$ cat config.mk
export PLATFORM = sky130hd
export DESIGN_NAME = sar_adc_controller
export DESIGN_NICKNAME = d
export VERILOG_FILES = /design/src/rtl/sar_adc_controller.sv
export SDC_FILE = /design/constraint.sdc
export NUM_CORES = 1
export LEC_CHECK = 0
export CAP_MARGIN = 15
export CORE_AREA = 2 2 66 53
export CTS_CLUSTER_SIZE = 20
export DETAILED_ROUTE_END_ITERATION = 10
export DIE_AREA = 0 0 68 55
export MAX_ROUTING_LAYER = met4
export PLACE_DENSITY = 0.81
export SLEW_MARGIN = 10
export SYNTH_ARGS = -nofsm -noshare
export SYNTH_HDL_FRONTEND = slang
export SYNTH_SLANG_ARGS = --single-unit
$ cat constraint.sdc
create_clock -name clk -period 4.7 [get_ports clk]
set_input_delay 1.41 -clock clk [delete_from_list [all_inputs] [get_ports clk]]
set_output_delay 1.41 -clock clk [all_outputs]
set_load 0.01 [all_outputs]
$ cat src/rtl/sar_adc_controller.sv
// Successive-approximation controller: drives the S&H, runs an MSB-first binary
// search on the DAC code from the comparator, and strobes each finished result.
module sar_adc_controller #(
  parameter int N_BITS        = 8,
  parameter int SAMPLE_CYCLES = 4,
  parameter int SETTLE_CYCLES = 1
) (
  input  logic              clk,
  input  logic              rst,
  input  logic              start,
  input  logic              cont,
  input  logic              cmp_in,
  output logic              sh_sample,
  output logic [N_BITS-1:0] dac_code,
  output logic [N_BITS-1:0] result,
  output logic              valid,
  output logic              busy
);

  typedef enum logic [1:0] {
    IDLE   = 2'd0,
    SAMPLE = 2'd1,
    TRIAL  = 2'd2,
    DONE   = 2'd3
  } state_t;

  // One counter serves both the sample window and the per-bit settle window.
  localparam int CNT_MAX = (SAMPLE_CYCLES > SETTLE_CYCLES + 1) ? SAMPLE_CYCLES
                                                               : SETTLE_CYCLES + 1;
  localparam int CW = (CNT_MAX > 1) ? $clog2(CNT_MAX) : 1;
  localparam int IW = $clog2(N_BITS);

  localparam logic [CW-1:0] SAMPLE_LAST = CW'(SAMPLE_CYCLES - 1);
  localparam logic [CW-1:0] SETTLE_LAST = CW'(SETTLE_CYCLES);
  localparam logic [IW-1:0] MSB_IDX     = IW'(N_BITS - 1);

  state_t            state, state_nx;
  logic [CW-1:0]     cnt, cnt_nx;
  logic [IW-1:0]     bit_idx, bit_nx;
  logic [N_BITS-1:0] code_nx, result_nx, trial_code;

  // Decision for the bit under test, with the next lower bit already set.
  always_comb begin
    trial_code = dac_code;
    if (!cmp_in) trial_code[bit_idx] = 1'b0;
    if (bit_idx != '0) trial_code[bit_idx - 1'b1] = 1'b1;
  end

  always_comb begin
    state_nx  = state;
    cnt_nx    = cnt;
    bit_nx    = bit_idx;
    code_nx   = dac_code;
    result_nx = result;
    case (state)
      IDLE: begin
        if (start) begin
          state_nx = SAMPLE;
          cnt_nx   = '0;
          code_nx  = '0;
        end
      end
      SAMPLE: begin
        if (cnt == SAMPLE_LAST) begin
          state_nx        = TRIAL;
          cnt_nx          = '0;
          bit_nx          = MSB_IDX;
          code_nx         = '0;
          code_nx[N_BITS-1] = 1'b1;
        end else begin
          cnt_nx = cnt + 1'b1;
        end
      end
      TRIAL: begin
        if (cnt == SETTLE_LAST) begin
          cnt_nx  = '0;
          code_nx = trial_code;
          if (bit_idx == '0) begin
            state_nx  = DONE;
            result_nx = trial_code;
          end else begin
            bit_nx = bit_idx - 1'b1;
          end
        end else begin
          cnt_nx = cnt + 1'b1;
        end
      end
      DONE: begin
        if (cont) begin
          state_nx = SAMPLE;
          cnt_nx   = '0;
          code_nx  = '0;
        end else begin
          state_nx = IDLE;
        end
      end
      default: state_nx = IDLE;
    endcase
  end

  always_ff @(posedge clk) begin
    if (rst) begin
      state    <= IDLE;
      cnt      <= '0;
      bit_idx  <= '0;
      dac_code <= '0;
      result   <= '0;
    end else begin
      state    <= state_nx;
      cnt      <= cnt_nx;
      bit_idx  <= bit_nx;
      dac_code <= code_nx;
      result   <= result_nx;
    end
  end

  assign sh_sample = (state == SAMPLE);
  assign valid     = (state == DONE);
  assign busy      = (state != IDLE);

endmodule

==> results.rst <==
.. list-table::
   :header-rows: 1

   * - Metric
     - Value
   * - Instance area after placement
     - 0.00160 mm^2
   * - Hold slack final
     - 0.498 ns
   * - Post-Synthesis Mean Instance Area
     - 9.10 um^2
   * - WHS Path Cells
     - 2
   * - Count of port buffers added during placement
     - 23
   * - Worst Hold Class
     - reg2reg
   * - Root Buffer
     - sky130_fd_sc_hd__clkbuf_8
   * - Die ar.
     - 0.00374 mm^2
   * - Post-cts hold buffer count
     - 0
   * - Post-synthesis to final-layout area growth
     - 21.4%
   * - Setup Viol. Count Final
     - 0
   * - Crit. End Element
     - output port
   * - Standby leakage power
     - 0.613 nW
   * - Netlist area before placement
     - 0.00136 mm^2
   * - Worst-Margin Slew
     - 0.729 ns
   * - Overall die width
     - 68 um
   * - Number of global-route vias before repair
     - 1058
   * - DRT met1 WL
     - 1.39 mm
   * - Uppermost routed layer
     - met4
   * - Buffers inserted during post-CTS setup optimization
     - 0
   * - Internal power
     - 0.000456 W
   * - Final RePlAce weighted congestion
     - 0.825
   * - Fin Setup TNS
     - 0 ns
   * - End-of-flow core utilization
     - 0.530
   * - TritonCTS clock tree
     - done
   * - Total vias in the final route
     - 1159
   * - Setup repair after global routing missed its margin
     - no
   * - CTS sink cnt
     - 23
   * - Nets
     - 186
   * - I/O pin cnt
     - 24
   * - Met2 routed WL
     - 1.36 mm
   * - Largest buffer count on any clock path
     - 2
   * - Final Hold Viols
     - 0
   * - Dominant cells by area after synthesis
     - sky130_fd_sc_hd__dfxtp_1, sky130_fd_sc_hd__ha_1, sky130_fd_sc_hd__o21ai_0, sky130_fd_sc_hd__a211oi_1, sky130_fd_sc_hd__nor2_1
   * - Final worst-path cycle share
     - 0.647
   * - Synth warnings
     - 0
   * - Dominant synthesized flop cell
     - sky130_fd_sc_hd__dfxtp_1
   * - Antenna violations before repair
     - 0
   * - Number of synthesized flops with an enable pin
     - 0
   * - First drt pass iteration count
     - 4
   * - Number of levels in the clock H-tree
     - 1
   * - Net switching power
     - 0.000316 W
   * - Pins Over Slew Limit
     - 0
   * - CP startpoint kind
     - register
   * - Register bit total from synthesis
     - 23
   * - Total CTS buffers
     - 3
   * - Core Area
     - 0.00311 mm^2
   * - Largest net degree at the start of global routing
     - 20
   * - Total global-route track usage
     - 0.176
   * - Global-route congestion overflow total
     - 0
   * - Slowest Stage Delay on Critical Path
     - 0.59 ns
   * - Worst skew pair latency
     - 0.27 ns
   * - CP max FO
     - 6
   * - Post-synth top area share
     - 0.339
   * - Final std cells w/o fill
     - 210
   * - Starting Density
     - 0.436
   * - DRT iter0 DRCs
     - 76
   * - Slowest cell on the critical path
     - sky130_fd_sc_hd__clkdlybuf4s50_1
   * - Worst relative slew slack
     - 0.512
   * - Cell type with the highest aggregate area in the netlist
     - sky130_fd_sc_hd__dfxtp_1
   * - Floorplan die height
     - 55 um
   * - Clock network fraction of total power
     - 0.159
   * - Synth Net Count
     - 164
   * - Global-route wire length before repair
     - 4.82 mm
   * - Number of library cell types mapped by synthesis
     - 49
   * - Kind of cell adding the most delay to the critical path
     - buffers and inverters
   * - Power density over the cells
     - 469 mW/mm^2
   * - Sequential cell fraction of total power
     - 0.318
   * - Gates resized, CTS repair
     - 0
   * - ANT nets after route
     - 0
   * - Max-cap viol count
     - 0
   * - Run status
     - completed
   * - Final worst path period need
     - 3.04 ns
   * - Wire length per cell after detailed routing
     - 13.8 um
   * - # diodes
     - 0
   * - Clock-pin slew reported for the worst setup and hold paths after clock tree synthesis
     - 0.09 ns
   * - Critical path data arrival time
     - 1.63 ns
   * - Total routed wirelength
     - 2.90 mm
   * - Critical setup path kind
     - reg2out
   * - Number of core rows
     - 18
   * - Chain of cells forming the critical path
     - inv_1 -> ha_1 -> clkdlybuf4s50_1
   * - Via count normalized by instance count
     - 5.52
   * - Sequential share of the synthesized area
     - 0.339
   * - Area of all placed cells without fillers
     - 0.00165 mm^2
   * - CP required
     - 3.29 ns
   * - Sum of net half-perimeters after detailed placement
     - 2.11 mm
   * - Max Clock Skew
     - 0.00749 ns
   * - Post-synth ARST share
     - 0
   * - Worst VDD drop
     - 314 uV
   * - Number of cells on the critical path
     - 3
   * - Switching part of the total
     - 0.409
   * - Instance count of the mapped netlist
     - 149
   * - Maximum frequency from static timing analysis
     - 0.329 GHz
   * - Sum of met3 wire segment lengths after detailed routing
     - 129 um
   * - Post-detailed-route DRC marker count
     - 0
   * - Share of final-layout standard cells stronger than drive strength 1
     - 0.0941
   * - Buffer and inverter count on the worst path
     - 2
   * - Inst Count DP
     - 206
   * - FF-to-FF path depth
     - 6
   * - Power share of the combinational group
     - 0.523
## flip-flops by register name, summed over array words and instances (netlist names)
signal / cells
cnt: 2
dac_code: 8
state: 2
result: 8
bit_idx: 3
## worst paths after layout
check                               start                     end  slack [ns]
hold reg to reg    result[1]$_SDFFE_PP0P_  result[1]$_SDFFE_PP0P_        0.50
hold / removal     result[1]$_SDFFE_PP0P_  result[1]$_SDFFE_PP0P_        0.50
setup reg to reg  bit_idx[0]$_SDFFE_PP0P_  result[3]$_SDFFE_PP0P_        2.65
setup / recovery    state[1]$_SDFFE_PP0P_               sh_sample        1.66
## cells in the mapped netlist (2+ instances only)
library cell / number
sky130_fd_sc_hd__a211oi_1: 6
sky130_fd_sc_hd__a21o_1: 3
sky130_fd_sc_hd__a21oi_1: 5
sky130_fd_sc_hd__a221oi_1: 2
sky130_fd_sc_hd__a22o_1: 2
sky130_fd_sc_hd__a311oi_1: 3
sky130_fd_sc_hd__and2b_1: 2
sky130_fd_sc_hd__and3_1: 3
sky130_fd_sc_hd__buf_2: 2
sky130_fd_sc_hd__dfxtp_1: 23
sky130_fd_sc_hd__ha_1: 10
sky130_fd_sc_hd__inv_1: 11
sky130_fd_sc_hd__mux2i_1: 2
sky130_fd_sc_hd__nand2_1: 8
sky130_fd_sc_hd__nand3_1: 2
sky130_fd_sc_hd__nand3b_1: 2
sky130_fd_sc_hd__nor2_1: 12
sky130_fd_sc_hd__nor2b_4: 2
sky130_fd_sc_hd__nor4_1: 2
sky130_fd_sc_hd__o21ai_0: 9
sky130_fd_sc_hd__o21ai_1: 2
sky130_fd_sc_hd__o2bb2ai_1: 5
sky130_fd_sc_hd__o31ai_1: 3
sky130_fd_sc_hd__or3_1: 2
sky130_fd_sc_hd__or3b_1: 2
## through the flow
step	worst slack (ns)	total power, W
after global placement	1.69	0.000629
after CTS	1.66	0.000776
after detailed placement	1.61	0.000648
after global routing	1.57	0.000833
final	1.66	0.000771
after floorplan	2.31	0.000552
## cell usage in the layout, fill, tap and decap left out, types with 2 or more instances in the layout
cell / Yosys / routed
sky130_fd_sc_hd__dfxtp_1: 23 / 23
sky130_fd_sc_hd__clkdlybuf4s50_1: 0 / 23
sky130_fd_sc_hd__nor2_1: 12 / 12
sky130_fd_sc_hd__inv_1: 11 / 11
sky130_fd_sc_hd__ha_1: 10 / 10
sky130_fd_sc_hd__o21ai_0: 9 / 9
sky130_fd_sc_hd__nand2_1: 8 / 8
sky130_fd_sc_hd__a211oi_1: 6 / 6
sky130_fd_sc_hd__a21oi_1: 5 / 5
sky130_fd_sc_hd__o2bb2ai_1: 5 / 5
sky130_fd_sc_hd__and3_1: 3 / 3
sky130_fd_sc_hd__a311oi_1: 3 / 3
sky130_fd_sc_hd__o31ai_1: 3 / 3
sky130_fd_sc_hd__a21o_1: 3 / 3
sky130_fd_sc_hd__clkbuf_8: 0 / 3
sky130_fd_sc_hd__nor2b_4: 2 / 2
sky130_fd_sc_hd__nand3_1: 2 / 2
sky130_fd_sc_hd__and2b_1: 2 / 2
sky130_fd_sc_hd__or3b_1: 2 / 2
sky130_fd_sc_hd__nand3b_1: 2 / 2
sky130_fd_sc_hd__mux2i_1: 2 / 2
sky130_fd_sc_hd__o21ai_1: 2 / 2
sky130_fd_sc_hd__a221oi_1: 2 / 2
sky130_fd_sc_hd__or3_1: 2 / 2
sky130_fd_sc_hd__nor4_1: 2 / 2
sky130_fd_sc_hd__a22o_1: 2 / 2
## power by group through the flow
stage	clock, W	combinational [W]	sequential [W]
2_1_floorplan	0	0.000313	0.000239
3_3_place_gp	0	0.000382	0.000247
3_5_place_dp	0	0.000400	0.000249
4_1_cts	0.000127	0.000404	0.000245
5_1_grt	0.000138	0.000446	0.000249
6_report	0.000123	0.000403	0.000245
## metal layers
layer  global-route usage  up-vias
met5                    -        -
met4               0.0300        0
met3               0.0425        2
met2                0.298       26
met1                0.218      537
li1                     -      594
## kinds of logic after synthesis
family | after synthesis | share of synthesized area
AND/OR/NAND/NOR | 46 | 0.212
multiplexers | 2 | 0.0148
flip-flops | 23 | 0.339
buffers and inverters | 18 | 0.0600
AO/OA/AOI/OAI | 50 | 0.281
adder cells (fa/ha/maj) | 10 | 0.0923
## layout make-up
type	instances	area, um^2
clock inverters	1	5.00
inverters	12	45.0
flip-flops and latches	23	460
fillers	296	1460
repair buffers	23	230
clock buffers	3	41.3
multi-input cells	108	815
well taps	40	50.0
## worst reg2reg max path: cells and delay by family (launching register included)
kind | cells | cell delay, ns
fa+ha+maj | 1 | 0.30
compound gates | 1 | 0.25
flops | 1 | 0.37
simple gates | 3 | 0.84
buf+inv | 1 | 0.19
(Power assumes the default switching activity.)
